[src/rtl/ov7670_cfg_pkg.sv]
// Shared FSM states, table markers and entry layout for the OV7670 configuration sequencer.
package ov7670_cfg_pkg;

  typedef enum logic [3:0] {
    ST_IDLE,
    ST_FETCH,
    ST_LATCH,
    ST_ISSUE,
    ST_WAIT,
    ST_ERR_HOLD,
    ST_GAP,
    ST_DELAY,
    ST_DONE,
    ST_FAIL
  } state_t;

  localparam logic [15:0] END_MARK   = 16'hFFFF;
  localparam logic [15:0] DELAY_MARK = 16'hFFF0;

  typedef struct packed {
    logic [7:0] addr;
    logic [7:0] data;
  } cfg_entry_t;

endpackage

[src/rtl/ov7670_cfg_rom.sv]
// OV7670 register table: {reg_addr, reg_data} per entry, one-clock registered read.
module ov7670_cfg_rom
  import ov7670_cfg_pkg::*;
#(
  parameter int unsigned ROM_AW = 7
) (
  input  logic              clk,
  input  logic [ROM_AW-1:0] addr,
  output logic [15:0]       data
);

  // Entry 0 soft-resets the sensor, so entry 1 must give it time to settle.
  always_ff @(posedge clk) begin
    case (addr)
      ROM_AW'(0): data <= 16'h1280;
      ROM_AW'(1): data <= DELAY_MARK;
      ROM_AW'(2): data <= 16'h1101;
      ROM_AW'(3): data <= 16'h40D0;
      default:    data <= END_MARK;
    endcase
  end

endmodule

[src/rtl/ov7670_cfg_sequencer.sv]
// Walks the OV7670 register table and drives one SCCB master write per entry,
// with retry on NACK/timeout, a settle delay on DELAY markers and sticky result flags.
module ov7670_cfg_sequencer
  import ov7670_cfg_pkg::*;
#(
  parameter int unsigned CLK_HZ      = 100_000_000,
  parameter int unsigned ROM_AW      = 7,
  parameter int unsigned DELAY_CYC   = 1_000_000,
  parameter int unsigned GAP_CYC     = 2_000,
  parameter int unsigned TIMEOUT_CYC = 100_000,
  parameter int unsigned MAX_RETRY   = 3
) (
  input  logic              clk,
  input  logic              reset,
  input  logic              i_start,
  input  logic              i_sccb_done,
  input  logic              i_sccb_ack_error,
  output logic              o_sccb_start,
  output logic [7:0]        o_sccb_addr,
  output logic [7:0]        o_sccb_data,
  output logic              o_busy,
  output logic              o_init_done,
  output logic              o_init_fail,
  output logic [ROM_AW-1:0] o_fail_index
);

  localparam int unsigned CNT_MAX =
    (DELAY_CYC > GAP_CYC) ? ((DELAY_CYC > TIMEOUT_CYC) ? DELAY_CYC : TIMEOUT_CYC)
                          : ((GAP_CYC > TIMEOUT_CYC) ? GAP_CYC : TIMEOUT_CYC);
  localparam int unsigned CNT_W   = $clog2(CNT_MAX + 1);
  localparam int unsigned RETRY_W = (MAX_RETRY > 0) ? $clog2(MAX_RETRY + 1) : 1;

  state_t               state;
  logic [ROM_AW-1:0]    index;
  logic [RETRY_W-1:0]   retry;
  logic [CNT_W-1:0]     cnt;
  logic                 ack_prev;
  logic [15:0]          rom_word;
  cfg_entry_t           entry;
  logic                 ack_rise;

  ov7670_cfg_rom #(.ROM_AW(ROM_AW)) u_rom (
    .clk  (clk),
    .addr (index),
    .data (rom_word)
  );

  assign entry    = rom_word;
  assign ack_rise = i_sccb_ack_error & ~ack_prev;

  // One counter serves the timeout, gap and delay phases since they never overlap.
  always_ff @(posedge clk) begin
    if (reset) begin
      state        <= ST_IDLE;
      index        <= '0;
      retry        <= '0;
      cnt          <= '0;
      ack_prev     <= 1'b0;
      o_sccb_start <= 1'b0;
      o_sccb_addr  <= '0;
      o_sccb_data  <= '0;
      o_busy       <= 1'b0;
      o_init_done  <= 1'b0;
      o_init_fail  <= 1'b0;
      o_fail_index <= '0;
    end else begin
      ack_prev <= i_sccb_ack_error;
      case (state)
        ST_IDLE, ST_DONE, ST_FAIL: begin
          if (i_start) begin
            index       <= '0;
            retry       <= '0;
            cnt         <= '0;
            o_init_done <= 1'b0;
            o_init_fail <= 1'b0;
            o_busy      <= 1'b1;
            state       <= ST_FETCH;
          end
        end
        ST_FETCH: state <= ST_LATCH;
        ST_LATCH: begin
          // The last slot acts as END so a table without a terminator cannot run away.
          if (entry == END_MARK || index == {ROM_AW{1'b1}}) begin
            o_busy      <= 1'b0;
            o_init_done <= 1'b1;
            state       <= ST_DONE;
          end else if (entry == DELAY_MARK) begin
            cnt   <= '0;
            state <= ST_DELAY;
          end else begin
            o_sccb_addr <= entry.addr;
            o_sccb_data <= entry.data;
            state       <= ST_ISSUE;
          end
        end
        ST_ISSUE: begin
          o_sccb_start <= 1'b1;
          cnt          <= '0;
          state        <= ST_WAIT;
        end
        ST_WAIT: begin
          if (i_sccb_done) begin
            o_sccb_start <= 1'b0;
            retry        <= '0;
            index        <= index + 1'b1;
            cnt          <= '0;
            state        <= ST_GAP;
          end else if (ack_rise || cnt == CNT_W'(TIMEOUT_CYC - 1)) begin
            o_sccb_start <= 1'b0;
            cnt          <= '0;
            state        <= ST_ERR_HOLD;
          end else begin
            cnt <= (cnt == {CNT_W{1'b1}}) ? cnt : cnt + 1'b1;
          end
        end
        ST_ERR_HOLD: begin
          // The gap only starts counting once the master has released ack_error.
          if (i_sccb_ack_error) begin
            cnt <= '0;
          end else if (cnt == CNT_W'(GAP_CYC - 1)) begin
            cnt <= '0;
            if (retry == RETRY_W'(MAX_RETRY)) begin
              o_busy       <= 1'b0;
              o_init_fail  <= 1'b1;
              o_fail_index <= index;
              state        <= ST_FAIL;
            end else begin
              retry <= retry + 1'b1;
              state <= ST_ISSUE;
            end
          end else begin
            cnt <= (cnt == {CNT_W{1'b1}}) ? cnt : cnt + 1'b1;
          end
        end
        ST_GAP: begin
          if (cnt == CNT_W'(GAP_CYC - 1)) begin
            cnt   <= '0;
            state <= ST_FETCH;
          end else begin
            cnt <= (cnt == {CNT_W{1'b1}}) ? cnt : cnt + 1'b1;
          end
        end
        ST_DELAY: begin
          if (cnt == CNT_W'(DELAY_CYC - 1)) begin
            cnt   <= '0;
            index <= index + 1'b1;
            state <= ST_FETCH;
          end else begin
            cnt <= (cnt == {CNT_W{1'b1}}) ? cnt : cnt + 1'b1;
          end
        end
        default: state <= ST_IDLE;
      endcase
    end
  end

endmodule

[config.mk]
export PLATFORM = sky130hd
export DESIGN_NAME = ov7670_cfg_sequencer
export DESIGN_NICKNAME = d
export VERILOG_FILES = /design/src/rtl/ov7670_cfg_pkg.sv /design/src/rtl/ov7670_cfg_rom.sv /design/src/rtl/ov7670_cfg_sequencer.sv
export SDC_FILE = /design/constraint.sdc
export NUM_CORES = 1
export LEC_CHECK = 0
export ABC_AREA = 0
export ABC_CLOCK_PERIOD_IN_PS = 5500
export BUFFER_PORTS_ARGS = -buffer_cell sky130_fd_sc_hd__buf_2
export CAP_MARGIN = 10
export CORE_UTILIZATION = 40
export CTS_BUF_LIST = sky130_fd_sc_hd__clkbuf_4 sky130_fd_sc_hd__clkbuf_8 sky130_fd_sc_hd__clkbuf_16
export CTS_CLUSTER_SIZE = 40
export DETAILED_ROUTE_END_ITERATION = 6
export GPL_TIMING_DRIVEN = 0
export HOLD_SLACK_MARGIN = 0.15
export PLACE_DENSITY = 0.62
export SETUP_SLACK_MARGIN = 0.05
export SLEW_MARGIN = 5
export SYNTH_ARGS = -nofsm -noshare
export SYNTH_HDL_FRONTEND = slang
export SYNTH_SLANG_ARGS = --single-unit
[constraint.sdc]
create_clock -name clk -period 5.5 [get_ports clk]
set_input_delay 0.275 -clock clk [delete_from_list [all_inputs] [get_ports clk]]
set_output_delay 0.275 -clock clk [all_outputs]
set_load 0.02 [all_outputs]
==> results of run 1 <==
[state kept, by name (all words and copies together) (netlist names), 2 cells and up]
name / cells
retry: 2
o_fail_index: 7
u_rom.data: 8
o_sccb_addr: 5
o_sccb_data: 3
state: 4
cnt: 20
index: 7
[worst max-delay path by stage]
stage,start,endpoint,slack (ns),cells after the start
6_report,index[0],cnt[14],3.19,8
5_1_grt,index[0],cnt[2],3.02,8
4_1_cts,index[0],cnt[14],3.17,8
3_5_place_dp,index[0],cnt[14],3.20,8
3_3_place_gp,index[0],cnt[9],3.20,8
2_1_floorplan,cnt[0],o_fail_index[6],3.54,8
[worst max-delay path, cell delays in order (launching register included)]
cell and delay, ns:
dfxtp_1 0.46, ha_1 0.31, nand3_1 0.11, or2_2 0.30
a31o_2 0.27, nor2_2 0.29, buf_2 0.29, a21oi_1 0.06
o22ai_1 0.15
[cell usage after synthesis (4+ instances only)]
cell / number
o211ai_1: 4
a31oi_1: 9
o22ai_1: 4
nand3_1: 24
nand2_1: 40
ha_1: 6
nor3b_1: 4
nor2b_1: 4
mux2i_1: 18
nand2b_1: 9
buf_2: 7
a21o_1: 5
nor3_1: 7
buf_4: 9
o21ai_0: 8
xnor2_1: 7
nand4_1: 7
nor2_1: 50
dfxtp_1: 61
clkbuf_1: 4
a21oi_1: 19
nor4_1: 11
inv_1: 10
and3_1: 4
[kinds of logic (layout without fill, tap and decap cells)]
logic type | count (synthesis) | count (layout)
buf+inv | 36 | 83
xor+xnor | 7 | 7
simple gates | 186 | 186
mux | 18 | 18
compound gates | 75 | 75
flops | 61 | 61
fa+ha+maj | 6 | 6
[area by class of cell]
| class | count | area (um^2) |
|---|---|---|
| Timing Repair Buffer | 31 | 155 |
| Clock inverter | 7 | 62.6 |
| Clock buffer | 9 | 124 |
| Buffer | 26 | 174 |
| Multi-Input combinational cell | 292 | 1860 |
| Fill cell | 818 | 4090 |
| Inverter | 10 | 37.5 |
| Sequential cell | 61 | 1220 |
| Tap cell | 102 | 128 |
[metal layers]
metal | vias to the layer above | global-route usage
met2 | 82 | 0.294
met3 | 10 | 0.0493
met5 | - | 0
li1 | 1488 | -
met1 | 1361 | 0.260
met4 | 0 | 0.0667
[power breakdown]
| group | switching [mW] | internal [mW] | leakage (nW) |
|---|---|---|---|
| Clock | 0.212 | 0.174 | 0.0931 |
| Combinational | 0.288 | 0.192 | 0.909 |
| Sequential | 0.0442 | 0.494 | 0.494 |
==> run_results.csv, run 1 <==
group,metric,value,unit
final_layout,layout_commonest_cell,"dfxtp_1",
synthesis,yosysWarningCount,0,
drt,ant_nets,0,
placed_design,hpwl,5.68,mm
sta,finalHoldViolCount,0,
drt,wire_per_inst,14.4,um
placed_design,placed_area,3570,um^2
final_layout,stdcell_count,538,
clock_tree,cts_hold_repair.buffers,0,
drt,highest_layer,"met4",
job,cap_viol_max_count,0,
synthesis,avgSynthCellArea,8.46,um^2
clock_tree,cts-htree-levels,3,
final_layout,drive_above_1_share,0.209,
power_and_ir_drop,power_density,373,nW/um^2
drt,viasPerCell,5.47,
clock_tree,post_cts_resized,0,
sta,grt_setup_unrepaired,"false",
synthesis,synth_compound_area_frac,0.170,
power_and_ir_drop,power,1.40,mW
setup_path,cp_max_fo,10,
final_layout,syn2layout_area_growth,14.3,%
power_and_ir_drop,ir_worst_vdd,0.219,mV
final_layout,fin_area,3760,um^2
synthesis,synthAdderAreaFrac,0.0228,
hold_path,hp-start,"i_sccb_ack_error",
clock_tree,cts.sinks,61,
sta,tightest_slew,0.609,ns
synthesis,synth_seq_area_share,0.371,
die,die_h,92.7,um
synthesis,async_reset_ff_frac,0,
run_status,status,"completed",
sta,setup_tns,0,ns
synthesis,synth_top_family_by_area,"simple AND/OR/NAND/NOR gates",
synthesis,synthTopCellsByArea,"dfxtp_1 37%, nor2_1 5.7%, mux2i_1 5.5%",
sta,setup_viol,0,
drt,vias,2941,
die,initial_core_util,0.419,
setup_path,ff2ff_setup_slack,3.19,ns
final_layout,final_cell_mix,"61 x dfxtp_1, 50 x nor2_1, 40 x nand2_1, 38 x buf_2, 24 x nand3_1",
die,die_area,8590,um^2
final_layout,fin_util,0.479,
setup_path,cp.required,5.77,ns
placed_design,placedCellCount,522,
synthesis,syn-cell-area,3290,um^2
synthesis,ys.flop_type,"dfxtp_1",
synthesis,synthXorXnorAreaFrac,0.0186,
setup_path,critPathArrivalTime,2.58,ns
global_route,grt_pass1_wl,13.0,mm
synthesis,yosysUniqueCellTypes,68,
placed_design,port_buffers,31,
synthesis,synth-edff-count,0,
die,placementRows,32,
sta,finalCriticalPeriod,2.31,ns
hold_path,holdPathEnd,"ack_prev",
global_route,grt_pass1_vias,2776,
sta,fin_crit_sh,0.420,
sta,whs,0.218,ns
synthesis,yosys.area_share.simple,0.298,
setup_path,startpoint_type,"flop",
setup_path,r2r-start,"index[0]",
synthesis,muxShareOfSynthArea,0.0548,
placed_design,place.gp.congestion,0.902,
drt,remaining_drc_errors,0,
setup_path,reg2reg_to,"cnt[14]",
synthesis,ys_seq_elements,61,
hold_path,holdPathStages,2,
global_route,grtUsageTotal,0.192,
synthesis,synth_top_area_cell,"dfxtp_1",
clock_tree,clockBufferDepth,2,
synthesis,synth_nets,400,
sta,fmax,433,MHz
sta,slew_headroom,0.594,
clock_tree,cts_tree,"built",
die,die_x,92.7,um
placed_design,dpl_worst_slack,3.20,ns
global_route,gr-total-overflow,0,
clock_tree,cts_setup_buffers,0,
synthesis,yosysTopAreaCellShare,0.371,
global_route,antenna_found_initial,0,
drt,drt_wl_total,7.74,mm
drt,drt-pass1-iter-count,5,
hold_path,hold_class,"in -> reg",
synthesis,synthCells,389,
clock_tree,path_clk_slew,0.08,ns
setup_path,ff2ff_path_depth,8,
setup_path,cp-end-kind,"flop",
final_layout,fin_nets,442,
setup_path,path_class,"reg -> reg",
sta,setup_ws,3.19,ns
die,coreArea,7850,um^2
drt,wl_met2,3.37,mm
drt,wl_met3,395,um
global_route,grt_max_degree,15,
sta,fin_skew,0.0147,ns
sta,slew_viol_final,0,
power_and_ir_drop,power.static_leakage,1.50,nW
clock_tree,cts-root-buf,"clkbuf_8",
drt,drtIter0Drc,182,
final_layout,insertedDiodeCount,0,
die,num_io_pins,32,
drt,m1WireLength,3.85,mm
clock_tree,cts_buffers,9,
clock_tree,clkLatencyLatePin,0.35,ns
No activity file was read; power rests on OpenSTA's default activity.
==> run 2, diff against run 1 <==
--- a/config.mk
+++ b/config.mk
@@ -6,7 +6,7 @@
 export NUM_CORES = 1
 export LEC_CHECK = 0
 export ABC_AREA = 0
-export ABC_CLOCK_PERIOD_IN_PS = 5500
+export ABC_CLOCK_PERIOD_IN_PS = 2100
 export BUFFER_PORTS_ARGS = -buffer_cell sky130_fd_sc_hd__buf_2
 export CAP_MARGIN = 10
 export CORE_UTILIZATION = 40
@@ -15,7 +15,7 @@
 export DETAILED_ROUTE_END_ITERATION = 6
 export GPL_TIMING_DRIVEN = 0
 export HOLD_SLACK_MARGIN = 0.15
-export PLACE_DENSITY = 0.62
+export PLACE_DENSITY = 0.64
 export SETUP_SLACK_MARGIN = 0.05
 export SLEW_MARGIN = 5
 export SYNTH_ARGS = -nofsm -noshare
==> constraint.sdc (replaced) <==
create_clock -name clk -period 2.1 [get_ports clk]
set_input_delay 0.105 -clock clk [delete_from_list [all_inputs] [get_ports clk]]
set_output_delay 0.105 -clock clk [all_outputs]
set_load 0.02 [all_outputs]
==> run 2 against run 1 <==
- the flow now finishes with violations (negative setup slack)
- register-to-register slack got worse by 3.3 ns
- routed wire length rose by 11%
- total power rose to 2.8 times the previous value
- sequential share of layout area fell by 2.4 points
- via count rose by 7.9%
- critical path depth did not move
- non-clock buffer count rose by 15
- cell count rose by 3.0%
- largest cell class unchanged
==> run_results.csv, run 2 (synthesis results as in run 1) <==
group,metric,value,unit
run_status,status,"complete, but fails checks",
run_status,violations,"negative setup slack",
final_layout,largest_reg_flops,20,
sta,finalHoldViolCount,0,
power_and_ir_drop,power_density,939,nW/um^2
power_and_ir_drop,ir_worst_vdd,0.525,mV
die,die_area,8590,um^2
setup_path,cp-end-kind,"flop",
clock_tree,cts-htree-levels,3,
sta,fin_crit_sh,1.03,
sta,fin_skew,0.0150,ns
power_and_ir_drop,power.static_leakage,1.63,nW
hold_path,hp-start,"i_start",
setup_path,cp.required,2.34,ns
setup_path,ff2ff_setup_slack,-0.07,ns
die,initial_core_util,0.419,
drt,viasPerCell,5.73,
die,num_io_pins,32,
hold_path,holdPathStages,4,
die,die_x,92.7,um
setup_path,startpoint_type,"flop",
setup_path,cp_max_fo,10,
job,cap_viol_max_count,0,
sta,grt_setup_unrepaired,"true",
sta,tightest_slew,0.541,ns
sta,setup_ws,-0.0712,ns
sta,slew_headroom,0.639,
clock_tree,cts.sinks,61,
sta,slew_viol_final,0,
clock_tree,clkLatencyLatePin,0.35,ns
final_layout,fin_nets,458,
clock_tree,cts-root-buf,"clkbuf_8",
drt,vias,3173,
drt,drtIter0Drc,244,
final_layout,insertedDiodeCount,0,
clock_tree,cts_buffers,9,
drt,drt_wl_total,8.61,mm
placed_design,port_buffers,31,
final_layout,fin_util,0.527,
setup_path,critPathArrivalTime,2.41,ns
global_route,grt_pass1_vias,2812,
clock_tree,cts_tree,"built",
sta,setup_viol,4,
global_route,grtUsageTotal,0.201,
setup_path,reg2reg_to,"cnt[8]",
drt,ant_nets,0,
global_route,grt_pass1_wl,13.6,mm
final_layout,layout_commonest_cell,"dfxtp_1",
placed_design,hpwl,5.63,mm
final_layout,stdcell_count,554,
global_route,antenna_found_initial,0,
die,die_h,92.7,um
drt,remaining_drc_errors,0,
final_layout,drive_above_1_share,0.305,
placed_design,place.gp.congestion,0.912,
clock_tree,clockBufferDepth,2,
die,placementRows,32,
power_and_ir_drop,power,3.88,mW
sta,finalCriticalPeriod,2.17,ns
final_layout,syn2layout_area_growth,25.7,%
final_layout,final_cell_mix,"51 x dfxtp_1, 48 x nor2_1, 39 x nand2_1, 36 x buf_2, 23 x nand3_1",
die,coreArea,7850,um^2
setup_path,path_class,"reg -> reg",
drt,wire_per_inst,15.5,um
sta,fmax,461,MHz
drt,drt-pass1-iter-count,5,
setup_path,ff2ff_path_depth,8,
placed_design,placedCellCount,522,
final_layout,regMostFlops,"cnt",
hold_path,holdPathEnd,"o_init_fail",
setup_path,r2r-start,"cnt[11]",
clock_tree,path_clk_slew,0.08,ns
final_layout,nFillCells,758,
hold_path,hold_class,"in -> reg",
global_route,grt_max_degree,15,
sta,setup_tns,-0.0978,ns
final_layout,reg_top3,"cnt (20), u_rom.data (8)",
global_route,gr-total-overflow,0,
[run 2: final cells by class]
type                            count  area (um^2)  area share
Tap cell                          102          128      0.0309
Sequential cell                    61         1240       0.301
Inverter                           10         37.5     0.00908
Clock inverter                      7         62.6      0.0151
Buffer                             25          196      0.0475
Timing Repair Buffer               47          298      0.0720
Multi-Input combinational cell    293         2050       0.495
Clock buffer                        9          124      0.0300
[run 2: stage by stage]
step,worst slack [ns],area (um^2),hold WS (ns)
global placement,-0.187,3570,0.386
detailed placement,-0.250,3570,0.395
global route,-0.0378,4140,0.195
CTS,0.00723,3900,0.157
finish,-0.0712,4140,0.181
floorplan,0.140,3290,0.233
[run 2: worst max-delay path by stage]
stage,startpoint,end,slack [ns],cells after the start
after global placement,index[0],cnt[9],-0.19,8
after floorplan,cnt[0],o_fail_index[6],0.14,8
after global routing,cnt[11],cnt[8],-0.04,8
after detailed placement,index[0],cnt[9],-0.25,8
after CTS,state[0],cnt[18],0.007,8
final,cnt[11],cnt[8],-0.07,8
[run 2: power breakdown]
part | leakage, nW | internal [mW] | switching, mW
Sequential | 0.500 | 1.30 | 0.131
Clock | 0.0927 | 0.452 | 0.539
Combinational | 1.04 | 0.622 | 0.836
[run 2: repair_timing]
action                                  in CTS  in global routing
hold endpoints to repair                     2                  0
resized for setup                           27                 36
endpoints found under the setup margin      41                 46
gates cloned                                 2                  1
pin swaps                                    5                 11
setup buffers                                1                 11
hold buffers                                 2                  0
[run 2: routing by layer]
metal	part of all wire	GRT usage	up-vias
met5	0	0	-
met3	0.055	0.0427	24
li1	-	-	1532
met4	0.027	0.0769	0
met2	0.46	0.307	120
met1	0.46	0.275	1497
[run 2: worst max-delay path: stages, from the launching register on]
cell,delay (ns)
dfxtp_1,0.39
nor3_2,0.30
nand4_2,0.23
o31ai_4,0.36
buf_4,0.18
a31oi_4,0.12
buf_6,0.18
a31oi_1,0.22
nor2_1,0.08
